[src/rtl/hazard_scoreboard_pkg.sv]
// hazard_pkg: shared types for the hazard scoreboard (forward selects, destination classes, shadow pipe entry, INT x0 constant)
package hazard_pkg;
  localparam int MAX_AW = 8;
  localparam logic [MAX_AW-1:0] ZERO_REG = '0;
  typedef enum logic [1:0] {FWD_RF = 2'd0, FWD_MEM = 2'd1, FWD_WB = 2'd2} fwd_sel_e;
  typedef enum logic [1:0] {CLS_ALU = 2'd0, CLS_LOAD = 2'd1, CLS_MULTI = 2'd2} dst_class_e;
  typedef struct packed {
    logic valid;
    logic [MAX_AW-1:0] addr;
    logic fp;
    logic we;
    dst_class_e cls;
  } shadow_entry_t;
endpackage

[src/rtl/hazard_scoreboard_if.sv]
// hazard_scoreboard_if: ID-stage bundle; master drives id_*/flush, slave returns stall, exe_fwd_sel, mc_busy
interface hazard_scoreboard_if #(parameter int NUM_SRC = 3, parameter int AW = 5, parameter int LAT_W = 4);
  logic id_valid;
  logic [NUM_SRC-1:0][AW-1:0] id_src_addr;
  logic [NUM_SRC-1:0] id_src_fp;
  logic [NUM_SRC-1:0] id_src_used;
  logic [AW-1:0] id_dst_addr;
  logic id_dst_fp;
  logic id_dst_we;
  logic [1:0] id_dst_class;
  logic [LAT_W-1:0] id_mc_lat;
  logic flush;
  logic stall;
  logic [NUM_SRC-1:0][1:0] exe_fwd_sel;
  logic mc_busy;
  modport master (
    output id_valid, id_src_addr, id_src_fp, id_src_used, id_dst_addr, id_dst_fp,
           id_dst_we, id_dst_class, id_mc_lat, flush,
    input  stall, exe_fwd_sel, mc_busy
  );
  modport slave (
    input  id_valid, id_src_addr, id_src_fp, id_src_used, id_dst_addr, id_dst_fp,
           id_dst_we, id_dst_class, id_mc_lat, flush,
    output stall, exe_fwd_sel, mc_busy
  );
endinterface

[src/rtl/hazard_scoreboard_mc_busy_tracker.sv]
// mc_busy_tracker: INT/FP busy vectors + latency counter for one outstanding multi-cycle op; ports: clk, rst, set/set_addr/set_fp/lat, per-source query q_*, destination query d_*, mc_busy
module mc_busy_tracker #(
  parameter int NUM_SRC = 3,
  parameter int AW = 5,
  parameter int LAT_W = 4
) (
  input  logic clk,
  input  logic rst,
  input  logic set,
  input  logic [AW-1:0] set_addr,
  input  logic set_fp,
  input  logic [LAT_W-1:0] lat,
  input  logic [NUM_SRC-1:0][AW-1:0] q_addr,
  input  logic [NUM_SRC-1:0] q_fp,
  output logic [NUM_SRC-1:0] q_busy,
  input  logic [AW-1:0] d_addr,
  input  logic d_fp,
  output logic d_busy,
  output logic mc_busy
);
  logic [2**AW-1:0] busy_int, busy_fp;
  logic [LAT_W-1:0] cnt;
  logic [AW-1:0] addr;
  logic fp, done;
  assign mc_busy = |cnt;
  assign done = cnt == LAT_W'(1);
  assign d_busy = d_fp ? busy_fp[d_addr] : busy_int[d_addr];
  for (genvar i = 0; i < NUM_SRC; i++) begin : g_q
    assign q_busy[i] = q_fp[i] ? busy_fp[q_addr[i]] : busy_int[q_addr[i]];
  end
  always_ff @(posedge clk or posedge rst) begin
    if (rst) begin
      busy_int <= '0;
      busy_fp <= '0;
      cnt <= '0;
      addr <= '0;
      fp <= 1'b0;
    end else begin
      if (done) begin
        if (fp) busy_fp[addr] <= 1'b0;
        else busy_int[addr] <= 1'b0;
      end
      if (set) begin
        if (set_fp) busy_fp[set_addr] <= 1'b1;
        else busy_int[set_addr] <= 1'b1;
        cnt <= lat;
        addr <= set_addr;
        fp <= set_fp;
      end else if (mc_busy) begin
        cnt <= cnt - LAT_W'(1);
      end
    end
  end
endmodule

[src/rtl/hazard_scoreboard.sv]
// hazard_scoreboard: ID-stage stall/forwarding control; ports: clk, rst (async), bus (slave: id_*, flush in; stall, exe_fwd_sel, mc_busy out)
module hazard_scoreboard
  import hazard_pkg::*;
#(
  parameter int NUM_SRC = 3,
  parameter int AW = 5,
  parameter int LAT_W = 4
) (
  input logic clk,
  input logic rst,
  hazard_scoreboard_if.slave bus
);
  // WB producers are served by the write-first regfile, so only EXE and MEM entries are kept
  shadow_entry_t exe, exe_live, mem;
  dst_class_e cls;
  logic [NUM_SRC-1:0] lu, rw, q_busy;
  logic [NUM_SRC-1:0][1:0] sel;
  logic d_busy, waw, structural, issue, mc_set;
  function automatic logic hit(shadow_entry_t e, logic [MAX_AW-1:0] a, logic f);
    return e.valid & e.we & (e.cls != CLS_MULTI) & (e.addr == a) & (e.fp == f);
  endfunction
  assign cls = bus.id_dst_class == 2'd3 ? CLS_ALU : dst_class_e'(bus.id_dst_class);
  always_comb begin
    exe_live = exe;
    exe_live.valid = exe.valid & ~bus.flush;
  end
  for (genvar s = 0; s < NUM_SRC; s++) begin : g_src
    logic [MAX_AW-1:0] a;
    logic u, he, hm;
    assign a = MAX_AW'(bus.id_src_addr[s]);
    assign u = bus.id_src_used[s] & (bus.id_src_fp[s] | a != ZERO_REG);
    assign he = u & hit(exe_live, a, bus.id_src_fp[s]);
    assign hm = u & hit(mem, a, bus.id_src_fp[s]);
    assign lu[s] = he & exe.cls == CLS_LOAD;
    assign rw[s] = u & q_busy[s];
    assign sel[s] = he ? FWD_MEM : hm ? FWD_WB : FWD_RF;
  end
  assign waw = bus.id_dst_we & d_busy & (bus.id_dst_fp | MAX_AW'(bus.id_dst_addr) != ZERO_REG);
  assign structural = cls == CLS_MULTI & bus.mc_busy;
  assign bus.stall = bus.id_valid & (|lu | |rw | waw | structural);
  assign issue = bus.id_valid & ~bus.stall & ~bus.flush;
  assign mc_set = issue & cls == CLS_MULTI & bus.id_dst_we;
  mc_busy_tracker #(.NUM_SRC(NUM_SRC), .AW(AW), .LAT_W(LAT_W)) u_mc (
    .clk(clk),
    .rst(rst),
    .set(mc_set),
    .set_addr(bus.id_dst_addr),
    .set_fp(bus.id_dst_fp),
    .lat(bus.id_mc_lat),
    .q_addr(bus.id_src_addr),
    .q_fp(bus.id_src_fp),
    .q_busy(q_busy),
    .d_addr(bus.id_dst_addr),
    .d_fp(bus.id_dst_fp),
    .d_busy(d_busy),
    .mc_busy(bus.mc_busy)
  );
  always_ff @(posedge clk or posedge rst) begin
    if (rst) begin
      exe <= '0;
      mem <= '0;
      bus.exe_fwd_sel <= '0;
    end else begin
      exe <= issue ? shadow_entry_t'{valid: 1'b1, addr: MAX_AW'(bus.id_dst_addr), fp: bus.id_dst_fp,
                                     we: bus.id_dst_we, cls: cls} : shadow_entry_t'('0);
      mem <= exe_live;
      bus.exe_fwd_sel <= issue ? sel : '0;
    end
  end
endmodule

[src/flat_wrapper.sv]
// flat-port wrapper written by rule: the top's interface ports become plain ports
module hazard_scoreboard_flat import hazard_pkg::*;
#(
  parameter int NUM_SRC = 3,
  parameter int AW = 5,
  parameter int LAT_W = 4
)
  (clk, rst, bus_id_valid, bus_id_src_addr, bus_id_src_fp, bus_id_src_used, bus_id_dst_addr, bus_id_dst_fp, bus_id_dst_we, bus_id_dst_class, bus_id_mc_lat, bus_flush, bus_stall, bus_exe_fwd_sel, bus_mc_busy);
  hazard_scoreboard_if #(.NUM_SRC(NUM_SRC), .AW(AW), .LAT_W(LAT_W)) bus_i ();
  input logic clk;
  input logic rst;
  input wire logic [$bits(bus_i.id_valid)-1:0] bus_id_valid;
  input wire logic [$bits(bus_i.id_src_addr)-1:0] bus_id_src_addr;
  input wire logic [$bits(bus_i.id_src_fp)-1:0] bus_id_src_fp;
  input wire logic [$bits(bus_i.id_src_used)-1:0] bus_id_src_used;
  input wire logic [$bits(bus_i.id_dst_addr)-1:0] bus_id_dst_addr;
  input wire logic [$bits(bus_i.id_dst_fp)-1:0] bus_id_dst_fp;
  input wire logic [$bits(bus_i.id_dst_we)-1:0] bus_id_dst_we;
  input wire logic [$bits(bus_i.id_dst_class)-1:0] bus_id_dst_class;
  input wire logic [$bits(bus_i.id_mc_lat)-1:0] bus_id_mc_lat;
  input wire logic [$bits(bus_i.flush)-1:0] bus_flush;
  output wire logic [$bits(bus_i.stall)-1:0] bus_stall;
  output wire logic [$bits(bus_i.exe_fwd_sel)-1:0] bus_exe_fwd_sel;
  output wire logic [$bits(bus_i.mc_busy)-1:0] bus_mc_busy;
  assign bus_i.id_valid = bus_id_valid;
  assign bus_i.id_src_addr = bus_id_src_addr;
  assign bus_i.id_src_fp = bus_id_src_fp;
  assign bus_i.id_src_used = bus_id_src_used;
  assign bus_i.id_dst_addr = bus_id_dst_addr;
  assign bus_i.id_dst_fp = bus_id_dst_fp;
  assign bus_i.id_dst_we = bus_id_dst_we;
  assign bus_i.id_dst_class = bus_id_dst_class;
  assign bus_i.id_mc_lat = bus_id_mc_lat;
  assign bus_i.flush = bus_flush;
  assign bus_stall = bus_i.stall;
  assign bus_exe_fwd_sel = bus_i.exe_fwd_sel;
  assign bus_mc_busy = bus_i.mc_busy;
  hazard_scoreboard #(.NUM_SRC(NUM_SRC), .AW(AW), .LAT_W(LAT_W)) u_core (.clk(clk), .rst(rst), .bus(bus_i));
endmodule
[config.mk]
export PLATFORM = sky130hd
export DESIGN_NAME = hazard_scoreboard_flat
export DESIGN_NICKNAME = d
export VERILOG_FILES = /design/src/rtl/hazard_scoreboard_pkg.sv /design/src/rtl/hazard_scoreboard_if.sv /design/src/rtl/hazard_scoreboard_mc_busy_tracker.sv /design/src/rtl/hazard_scoreboard.sv /design/src/flat_wrapper.sv
export SDC_FILE = /design/constraint.sdc
export NUM_CORES = 1
export LEC_CHECK = 0
export ABC_AREA = 1
export BUFFER_PORTS_ARGS = -buffer_cell sky130_fd_sc_hd__buf_2
export CAP_MARGIN = 25
export CORE_MARGIN = 1.5
export CORE_UTILIZATION = 45
export DETAILED_ROUTE_END_ITERATION = 8
export PLACE_DENSITY = 0.58
export SETUP_SLACK_MARGIN = 0.15
export SYNTH_ARGS = -nofsm -noshare
export SYNTH_HDL_FRONTEND = slang
export SYNTH_SLANG_ARGS = --single-unit
[constraint.sdc]
create_clock -name clk -period 3.2 [get_ports clk]
set_clock_uncertainty 0.2 [all_clocks]
set_input_delay 0.16 -clock clk [delete_from_list [all_inputs] [get_ports clk]]
set_output_delay 0.16 -clock clk [all_outputs]
set_load 0.005 [all_outputs]
==> results of run 1 <==
tightest hold or removal path: stages:
cell	delay, ps
buf_2	100
o21ai_1	60
inv_1	90
nand3_1	90
nor2_1	40
per-layer routing:
metal,global-route usage [%],vias up
met5,0,-
met4,12.0,0
li1,-,4256
met1,49.6,4021
met3,6.36,45
met2,46.4,428
flip-flops by register name, indices dropped and copies added (netlist names):
name                    count
u_core.u_mc.fp              1
u_core.bus.exe_fwd_sel      6
u_core.u_mc.addr            5
u_core.exe                 10
u_core.u_mc.busy_int       32
u_core.mem                 10
u_core.u_mc.busy_fp        32
u_core.u_mc.cnt             4
layout make-up:
cell class                 instances  area share, %
multi-input combinational       1006           53.5
sequential                       100           28.3
timing repair buffer              83           6.41
inverter                         119           5.09
tap                              225           3.17
clock buffer                       9           2.54
clock inverter                     7          0.960
stage by stage:
step	area, um^2	hold slack [ps]
2_1_floorplan	8100	30.8
3_3_place_gp	8390	117
3_5_place_dp	8390	116
4_1_cts	8830	7.36
5_1_grt	8870	49.6
6_report	8870	11.5
timing repair:
action                                  4_1_cts  5_1_grt
resized for setup                             0       12
hold endpoints to repair                     64        0
hold buffers                                 13        0
endpoints found under the setup margin        0        2
buffers inserted                              0        2
path summary, 6_finish.rpt:
check | endpoint | slack [ps] | cells after the start
worst max-delay path | u_core.u_mc.cnt[1]$_DFFE_PP0P_ | 360 | 18
worst min-delay path | u_core.bus.exe_fwd_sel[3]$_DFF_PP0_ | 10 | 5
worst max register to register | u_core.u_mc.cnt[1]$_DFFE_PP0P_ | 360 | 18
worst min register to register | u_core.mem[0]$_DFF_PP0_ | 190 | 0
max in group asynchronous | u_core.u_mc.busy_fp[31]$_DFF_PP0_ | 1800 | 4
min in group asynchronous | u_core.u_mc.busy_int[15]$_DFF_PP0_ | 250 | 3
cell usage in the layout (no fill, tap or decap), types with 5 or more instances in the layout:
cell type	count
clkbuf_16	9
o21ai_0	40
o21ai_2	30
dfrtp_2	7
nor2_2	5
inv_2	7
o31ai_1	32
buf_4	23
o21ai_1	17
clkinv_1	6
nor3_1	17
o211ai_1	5
buf_2	45
nand2_1	479
a21oi_1	47
a31oi_1	25
dfrtp_1	93
nand4_1	7
xor2_1	16
inv_1	104
dlygate4sd3_1	13
xnor2_1	11
nor2_1	96
nand3_1	161
logic make-up (layout without fill, tap and decap cells):
kind of cell               after synthesis  after routing  synth area share, %
AOI/OAI and AO/OA                      203            203                 15.6
xor gates and xnor gates                27             27                 2.92
buffers and inverters                  193            218                 10.8
adders and majority gates                2              2                0.309
DFF                                    100            100                 30.9
and+or+nand+nor                        774            774                 39.4
where the power goes:
part           total, uW  switching, uW  leakage, uW  internal, uW
registers           1580            201      0.00121          1380
logic               1130            764      0.00281           368
clock network       1160            542     0.000146           621
==> reports/results.md, run 1 <==
- 100 — clock net sink count
- 46200 um — first-pass GRT wire length
- 100% — Async SR Flop Fraction
- 10.8% — share of final-layout standard cells stronger than drive strength 1
- finished, final reports clean — run status
- 1518 — number of instances in the placed design
- reg2reg — type of the worst setup path
- dfrtp_1 — prevailing post-synth register cell
- 80 ps — Worst-path clk slew
- bus_id_src_used[1] — source of the worst hold timing path
- 0 — count of max-cap constraint violations
- 0 — number of flops mapped to enable cells by yosys
- 4740 um^2 — footprint of the multi-input gates
- 0 — number of inserted diodes
- 0 — sum of overflow across all layers after global routing
- 1 — number of buffers and inverters on the critical path
- 46.5% — initial core utilization
- 0 — antenna violations before repair
- 30.9% — post-synthesis sequential area ratio
- in2reg — Hold Path Class
- 40.6% — worst relative slew slack
- 2510 um^2 — sequential cell area in the final layout
- 8750 — via count of the routed design
- dfrtp_1 — cell type with the highest aggregate area in the netlist
- 137 um — width of the die
- 45 — Port Buf Inserts
- 7957 — vias in the first global route
- flip-flop — crit start category
- simple AND/OR/NAND/NOR gates — family with the most delay on the worst path
- 540 ps — Critical Path Max Stage Delay
- 13700 um — length of routed wiring on met1
- 8100 um^2 — Post-Syn Area
- nand2_1 (480), nand3_1 (161), inv_1 (106), dfrtp_1 (100), nor2_1 (99) — top post-synthesis cells by count
- 34 — Distinct cells, synth
- 2940 ps — CP arrival
- u_core.u_mc.busy_fp[27]$_DFF_PP0_ — reg2reg start
- 29700 um — drt total wl
- 1339 — total nets after synthesis
- 32.9% — overall track demand over capacity in global routing
- 137 um — die extent in y
- nand2_1 > o21ai_0 > nand2_1 > nand2_1 > nand2_1 > nand2_1 > nor2_2 > nand2_1 > nor2_1 > nor2_1 > nor2_1 > nand2_1 > nor2_4 > nand2_4 > nor2_2 > nand3_1 > nand2_1 > dlygate4sd3_1 — cells along the critical path
- 1359 — Nets
- 1299 — synthesized instance count
- 0.952 — global placer's final weighted congestion
- 21800 um — post-detail-place hpwl
- built — TritonCTS clock tree
- 352 MHz — peak clock frequency supported by timing
- 0.00417 uW — Leak
- 0.305 mV — Peak VDD IR
- 18800 um^2 — area enclosed by the die boundary
- 342 ps — Worst Setup Slack post-DPL
- 17400 um^2 — core region area
- false — RSZ-0062 raised after global routing
- 356 ps — Final Worst Setup Slack
- 891 — detailed router's first-iteration violation count
- dfrtp_1 (31%), nand2_1 (22%), nand3_1 (9.9%) — top post-synthesis cells by area
- 9 — TritonCTS Buffers
- 0 — final setup violating endpoints
- 2840 ps — post-route minimum period
- 885 ps — transition time at the pin with the least slew margin
- met4 — top layer reached by signal wires
- 5 — crit-path max FO
- 76 — largest net degree at the start of global routing
- 437 nW/um^2 — P per Cell Area
- 3020 um — Met3 Wirelength
- 0 — final hold viol count
- 50.9% — post-route core utilization
- 88.9% — post-route fraction of the period consumed by the critical path
- 0 — DRC violations left
- 12200 um — routed length on met2
- 6.24 um^2 — synthesized area per cell
- 0 — final max-slew violation count
- nand2_1 — most common cell in the synthesized netlist
- 1842 — filler cell count in the final layout
- 5.65 — Via-to-Cell Ratio
- 19.2 um — routed length per placed instance
- 7 — number of optimization iterations in the first detailed-route pass
- 360 ps — clock latency reported for the late side of the worst-skew pair
- nand2_1 — cell mode on critical path
- 0 ps — Setup TNS
- 2 — buffers from clock root to sink, at most
- flip-flop — CP endpoint kind
- 9.45% — growth of design area from synthesis to finish
- 3 — CTS H-tree lvls
- 46 — Top-Level Pins
- 30.9% — top-area cell type share of the netlist area
- 100 — count of state elements after synthesis
- 48 — number of placement rows
- dlygate4sd3_1 — slowest cell on the critical path
- 3300 ps — Req. time, crit path
- clkbuf_16 — buffer cell driving the clock tree root
- 0 — synth warn
- 1549 — non-filler instance count after layout
- u_core.u_mc.busy_fp[27]$_DFF_PP0_ — Setup crit start
- 0 — number of nets with antenna violations after routing
- 3880 uW — Power, Total
(Power assumes the default switching activity.)
==> inputs of run 2 (changes only) <==
SYNTH_HIERARCHICAL = 1   (was default)
==> reports/results.md, run 2 <==
- finished, final reports clean — run status
- 40.8% — sw frac
- nand2_1 (446), nand3_1 (234), o21ai_0 (112), dfrtp_1 (100), inv_1 (63) — top post-synthesis cells by count
- 3 — CTS H-tree lvls
- nand2_1 — most common cell in the synthesized netlist
- built — TritonCTS clock tree
- 70 ps — Worst-path clk slew
- 0 — final max-slew violation count
- dfrtp_1 (33%), nand2_1 (22%), nand3_1 (16%) — top post-synthesis cells by area
- 1390 — number of instances in the placed design
- 0 ps — Setup TNS
- 8072 — via count of the routed design
- 1044 — detailed router's first-iteration violation count
- in2reg — Hold Path Class
- 480 ps — Final Worst Setup Slack
- 18600 um — post-detail-place hpwl
- 6.43 um^2 — synthesized area per cell
- 132 um — die extent in y
- 480 ps — R2R setup slack
- 8270 um^2 — final std cell area, no fill
- 0 — number of flops mapped to enable cells by yosys
- dfrtp_1 — cell type with the highest aggregate area in the netlist
- 30.9% — overall track demand over capacity in global routing
- 360 ps — clock latency reported for the late side of the worst-skew pair
- 45.7% — initial core utilization
- 45 — Port Buf Inserts
- 0.00404 uW — Leak
- 0 — final hold viol count
- 0.937 — global placer's final weighted congestion
- 0 — antenna violations before repair
- 290 ps — Worst Setup Slack post-DPL
- 75 — largest net degree at the start of global routing
- nand2_1 (446), nand3_1 (234), o21ai_0 (112) — commonest cells after routing, fill and taps aside
- 0 — number of inserted diodes
- 0 — sum of overflow across all layers after global routing
- 33.4% — top-area cell type share of the netlist area
- nand2_1 — commonest non-fill, non-tap cell in the layout
- 45.4% — share of total power in sequential cells
- 100 — clock net sink count
- 0 — number of nets with antenna violations after routing
- 25.4% — Clk pwr share
- 0 — count of max-cap constraint violations
- 1240 — Nets
- 0 — DRC violations left
- 2720 ps — post-route minimum period
- 5.67 — Via-to-Cell Ratio
- reg2reg — type of the worst setup path
- 7 — number of optimization iterations in the first detailed-route pass
- 3280 ps — Req. time, crit path
- 33.4% — post-synthesis sequential area ratio
- 10.3% — growth of design area from synthesis to finish
- flip-flop — crit start category
- 34 — Distinct cells, synth
- 7780 um^2 — Placed Area
- 963 ps — transition time at the pin with the least slew margin
- 18.6 um — routed length per placed instance
- 1423 — non-filler instance count after layout
- 2430 uW — cell-internal power
- 10.2% — share of final-layout standard cells stronger than drive strength 1
- 47 — number of placement rows
- 6 — crit-path max FO
- clkbuf_16 — buffer cell driving the clock tree root
- 0 — final setup violating endpoints
- 17400 um^2 — area enclosed by the die boundary
- 35.5% — worst relative slew slack
- 9 — TritonCTS Buffers
- 85.0% — post-route fraction of the period consumed by the critical path
- flip-flop — CP endpoint kind
- 29.2% — part of the total power dissipated in combinational logic
- 100 — count of state elements after synthesis
- 2800 ps — CP arrival
- 39.8 ps — hold slack
- 0 — Post-CTS Setup Inserts
- 46 — Top-Level Pins
- 497 nW/um^2 — P per Cell Area
- 1656 — filler cell count in the final layout
- 1207 — total nets after synthesis
- dfrtp_1 — prevailing post-synth register cell
- 1166 — synthesized instance count
- 2 — buffers from clock root to sink, at most
- 132 um — width of the die
- 0.504 mV — Peak VDD IR
- 16400 um^2 — core region area
- 100% — Async SR Flop Fraction
- 6 — synth warn
- 7500 um^2 — Post-Syn Area
- 41500 um — first-pass GRT wire length
- 1680 uW — switching power of the nets
- 368 MHz — peak clock frequency supported by timing
- 26400 um — drt total wl
- u_core/u_mc/busy_fp x32, u_core/u_mc/busy_int x32 — Top Registers
- 7153 — vias in the first global route
- false — RSZ-0062 raised after global routing
[run 2: cell count changes in the layout (fill, tap and decap cells not counted), sizes merged, moves of 10 or more]
cell,previous run,this run
a21oi,47,3
a31oi,25,1
inv,115,78
nand2,483,447
nand3,161,238
nor2,102,44
o21ai,87,140
o31ai,32,0
xnor2,11,21
xor2,16,6
[run 2: area by class of cell]
cell class	count	area, um^2	area share [%]
well taps	220	275	3.33
clock buffers	10	239	2.89
multi-input cells	929	4290	51.8
repair buffers	81	626	7.56
flip-flops and latches	100	2500	30.3
clock inverters	5	38.8	0.469
inverters	78	303	3.66
[run 2: metrics by stage]
step / util (%) / total power, uW
after CTS: 50.1 / 4080
after detailed placement: 47.4 / 3020
final: 50.4 / 4110
after global placement: 47.4 / 3020
after floorplan: - / 2550
after global routing: 50.4 / 4350
[run 2: critical path, stage by stage, from the launching register on]
cell,delay [ps]
dfrtp_1,490
nand2_1,110
nand3_1,90
nand3_1,100
nand2_1,60
nand2_1,60
nand3_1,80
nand3_1,100
nand2_1,50
nand2_1,60
nand2_1,160
nor2_4,190
nand4_1,160
nor2_2,180
buf_4,160
inv_1,80
nand3_1,80
o21ai_0,80
a31oi_1,140
[run 2: timing repair]
item                                    4_1_cts  5_1_grt
hold endpoints to repair                    118        0
gates resized for setup                       0        1
endpoints found under the setup margin        0        2
hold buffers                                 16        0
[run 2: kinds of logic (layout without fill, tap and decap cells)]
group / count (synthesis) / in the layout / synth area share (%)
AO/OA/AOI/OAI: 145 / 145 / 9.73
XOR/XNOR: 27 / 27 / 3.15
adder cells (fa/ha/maj): 3 / 3 / 0.501
buffers and inverters: 137 / 174 / 9.45
flip-flops: 100 / 100 / 33.4
AND/OR/NAND/NOR: 754 / 754 / 43.8
[run 2: worst paths after layout]
check / depth (start not counted) / endpoint / from
max: 18 / u_core/u_mc/cnt[1]$_DFFE_PP0P_ / u_core/u_mc/busy_fp[27]$_DFF_PP0_
min: 4 / u_core/bus.exe_fwd_sel[5]$_DFF_PP0_ / bus_id_src_fp[2]
max reg2reg: 18 / u_core/u_mc/cnt[1]$_DFFE_PP0P_ / u_core/u_mc/busy_fp[27]$_DFF_PP0_
min reg2reg: 0 / u_core/mem[0]$_DFF_PP0_ / u_core/exe[0]$_DFF_PP0_
max in group asynchronous: 5 / u_core/u_mc/busy_int[30]$_DFF_PP0_ / rst
min in group asynchronous: 3 / u_core/exe[12]$_DFF_PP0_ / rst
[run 2: routing by layer]
metal  global-route usage [%]  wire length, um
met4                     9.75              549
met5                        0                0
met1                     46.6            12000
met3                     4.19             2470
met2                     45.5            11400
[run 2: power by group through the flow]
| stage | Combinational [uW] | Sequential (uW) | Clock [uW] |
|---|---|---|---|
| after floorplan | 895 | 1660 | 0 |
| after global placement | 1160 | 1860 | 0 |
| after detailed placement | 1170 | 1860 | 0 |
| after CTS | 1180 | 1830 | 1070 |
| after global routing | 1370 | 1870 | 1110 |
| final | 1200 | 1860 | 1040 |
==> inputs of run 3 (changes only) <==
clock period = 2.8 ns   (was 3.2 ns; I/O delays follow)
==> reports/results.md, run 3 (same netlist as run 2, synthesis figures left out) <==
- 0.440 mV — Peak VDD IR
- 243 ps — Final Worst Setup Slack
- 6 — crit-path max FO
- 7 — number of optimization iterations in the first detailed-route pass
- 26.1 ps — hold slack
- 45.7% — initial core utilization
- 2 — buffers from clock root to sink, at most
- finished with violations — run status
- 1400 — number of instances in the placed design
- u_core/u_mc/busy_fp x32, u_core/u_mc/busy_int x32 — Top Registers
- flip-flop — crit start category
- in2reg — Hold Path Class
- nand2_1 > nand3_1 > nand3_1 > nand2_1 > nand2_1 > nand3_1 > nand3_1 > nand2_1 > nand3_1 > nand3_2 > nor2_4 > nand4_1 > nor2_2 > buf_6 > buf_12 > nand3_1 > o21ai_1 — cells along the critical path
- DRC — violated checks
- 2 — number of buffers and inverters on the critical path
- true — RSZ-0062 raised after global routing
- 132 um — width of the die
- 46.4% — met1 Use GR
- 1436 — non-filler instance count after layout
- 761 ps — transition time at the pin with the least slew margin
- 0.941 — global placer's final weighted congestion
- 8126 — via count of the routed design
- 0 — final max-slew violation count
- 2 — DRC violations left
- 814 — detailed router's first-iteration violation count
- 2560 ps — post-route minimum period
- 14.9% — growth of design area from synthesis to finish
- flip-flop — CP endpoint kind
- 0 — antenna violations before repair
- 100 — clock net sink count
- nand2_1 (428), nand3_1 (222), o21ai_0 (78) — commonest cells after routing, fill and taps aside
- 0 — final setup violating endpoints
- 132 um — die extent in y
- dfrtp_2 — slowest cell on the critical path
- 1252 — Nets
- 54.8 ps — Worst Setup Slack post-DPL
- 2880 ps — Req. time, crit path
- clkbuf_16 — buffer cell driving the clock tree root
- 0 — final hold viol count
- 18900 um — post-detail-place hpwl
- 17 — Critical Path Stages
- 43.8% — GR Util met2
- 0 ps — Setup TNS
- nand2_1 — commonest non-fill, non-tap cell in the layout
- 31.0% — overall track demand over capacity in global routing
- 18.6 um — routed length per placed instance
- 26600 um — drt total wl
- 47 — number of placement rows
- 45 — Port Buf Inserts
- 4810 uW — Power, Total
- 9 — TritonCTS Buffers
- 0 — sum of overflow across all layers after global routing
- 5 — Worst Hold Path Cells
- 91.3% — post-route fraction of the period consumed by the critical path
- 2640 ps — CP arrival
- 46 — Top-Level Pins
- 559 nW/um^2 — P per Cell Area
- 3 — CTS H-tree lvls
- built — TritonCTS clock tree
- 360 ps — clock latency reported for the late side of the worst-skew pair
- 17400 um^2 — area enclosed by the die boundary
- 70 ps — Worst-path clk slew
- 16400 um^2 — core region area
- 0 — count of max-cap constraint violations
- 5.96% — met3 Track Usage GR
- reg2reg — type of the worst setup path
- 0 — number of nets with antenna violations after routing
- 391 MHz — peak clock frequency supported by timing
- 0.00414 uW — Leak
- 17.4% — share of final-layout standard cells stronger than drive strength 1
- met1 — grt peak-use layer
- nand3_1 — cell mode on critical path
- 75 — largest net degree at the start of global routing
- 41600 um — first-pass GRT wire length
- 0 — number of inserted diodes
- 5.66 — Via-to-Cell Ratio
- 7234 — vias in the first global route
- 49.1% — worst relative slew slack
- 480 ps — Critical Path Max Stage Delay
- 17 — FF-to-FF path depth
- simple AND/OR/NAND/NOR gates — family with the most delay on the worst path
-- run 3: changes by cell type in the layout (fill, tap and decap cells not counted), sizes merged --
cell / previous run / this run
clkinv: 4 / 3
dlygate4sd3: 16 / 17
buf: 65 / 76
clkbuf: 10 / 12
-- run 3: power by group --
| part | internal [uW] | switching (uW) | total (uW) |
|---|---|---|---|
| registers | 1690 | 426 | 2120 |
| logic | 534 | 932 | 1470 |
| clock network | 657 | 568 | 1230 |
| total | 2880 | 1930 | 4810 |
-- run 3: per-stage QoR --
step | util [%] | area (um^2)
after floorplan | - | 7500
after global placement | 48.1 | 7890
after detailed placement | 48.1 | 7890
after CTS | 50.9 | 8360
after global routing | 52.5 | 8610
final | 52.5 | 8610
-- run 3: routing by layer --
metal,share of wire (%),vias up,wire (um)
met5,0,-,0
met1,45,3763,12100
met3,9.2,45,2460
met2,43,407,11400
met4,2.8,0,740
li1,-,3911,-
-- run 3: path summary, 6_finish.rpt --
path | startpoint | end | slack, ps
setup / recovery | u_core/u_mc/busy_int[31]$_DFF_PP0_ | u_core/u_mc/busy_fp[0]$_DFF_PP0_ | 240
hold / removal | bus_id_valid | u_core/exe[2]$_DFF_PP0_ | 30
setup reg to reg | u_core/u_mc/busy_int[31]$_DFF_PP0_ | u_core/u_mc/busy_fp[0]$_DFF_PP0_ | 240
hold reg to reg | u_core/exe[0]$_DFF_PP0_ | u_core/mem[0]$_DFF_PP0_ | 170
max in group asynchronous | rst | u_core/u_mc/busy_fp[13]$_DFF_PP0_ | 1790
min in group asynchronous | rst | u_core/exe[12]$_DFF_PP0_ | 160
-- run 3: timing repair --
action / CTS / global route
setup buffers: 0 / 2
endpoints found under the hold margin: 121 / 0
pin swaps: 0 / 18
resized for setup: 6 / 113
setup endpoints to repair: 5 / 75
hold buffers: 17 / 0
-- run 3: layout make-up --
class / count / area [um^2]
clock buffers: 12 / 256
clock inverters: 4 / 33.8
fillers: 1657 / 7800
inverters: 78 / 305
multi-input cells: 929 / 4430
flip-flops and latches: 100 / 2550
well taps: 220 / 275
repair buffers: 93 / 759
-- run 3: worst register-to-register path, stage by stage (launching register included) --
cell	delay (ps)
dfrtp_2	480
nand2_1	80
nand3_1	70
nand3_1	90
nand2_1	80
nand2_1	60
nand3_1	80
nand3_1	90
nand2_1	90
nand3_1	100
nand3_2	80
nor2_4	120
nand4_1	140
nor2_2	210
buf_6	170
buf_12	110
nand3_1	90
o21ai_1	140
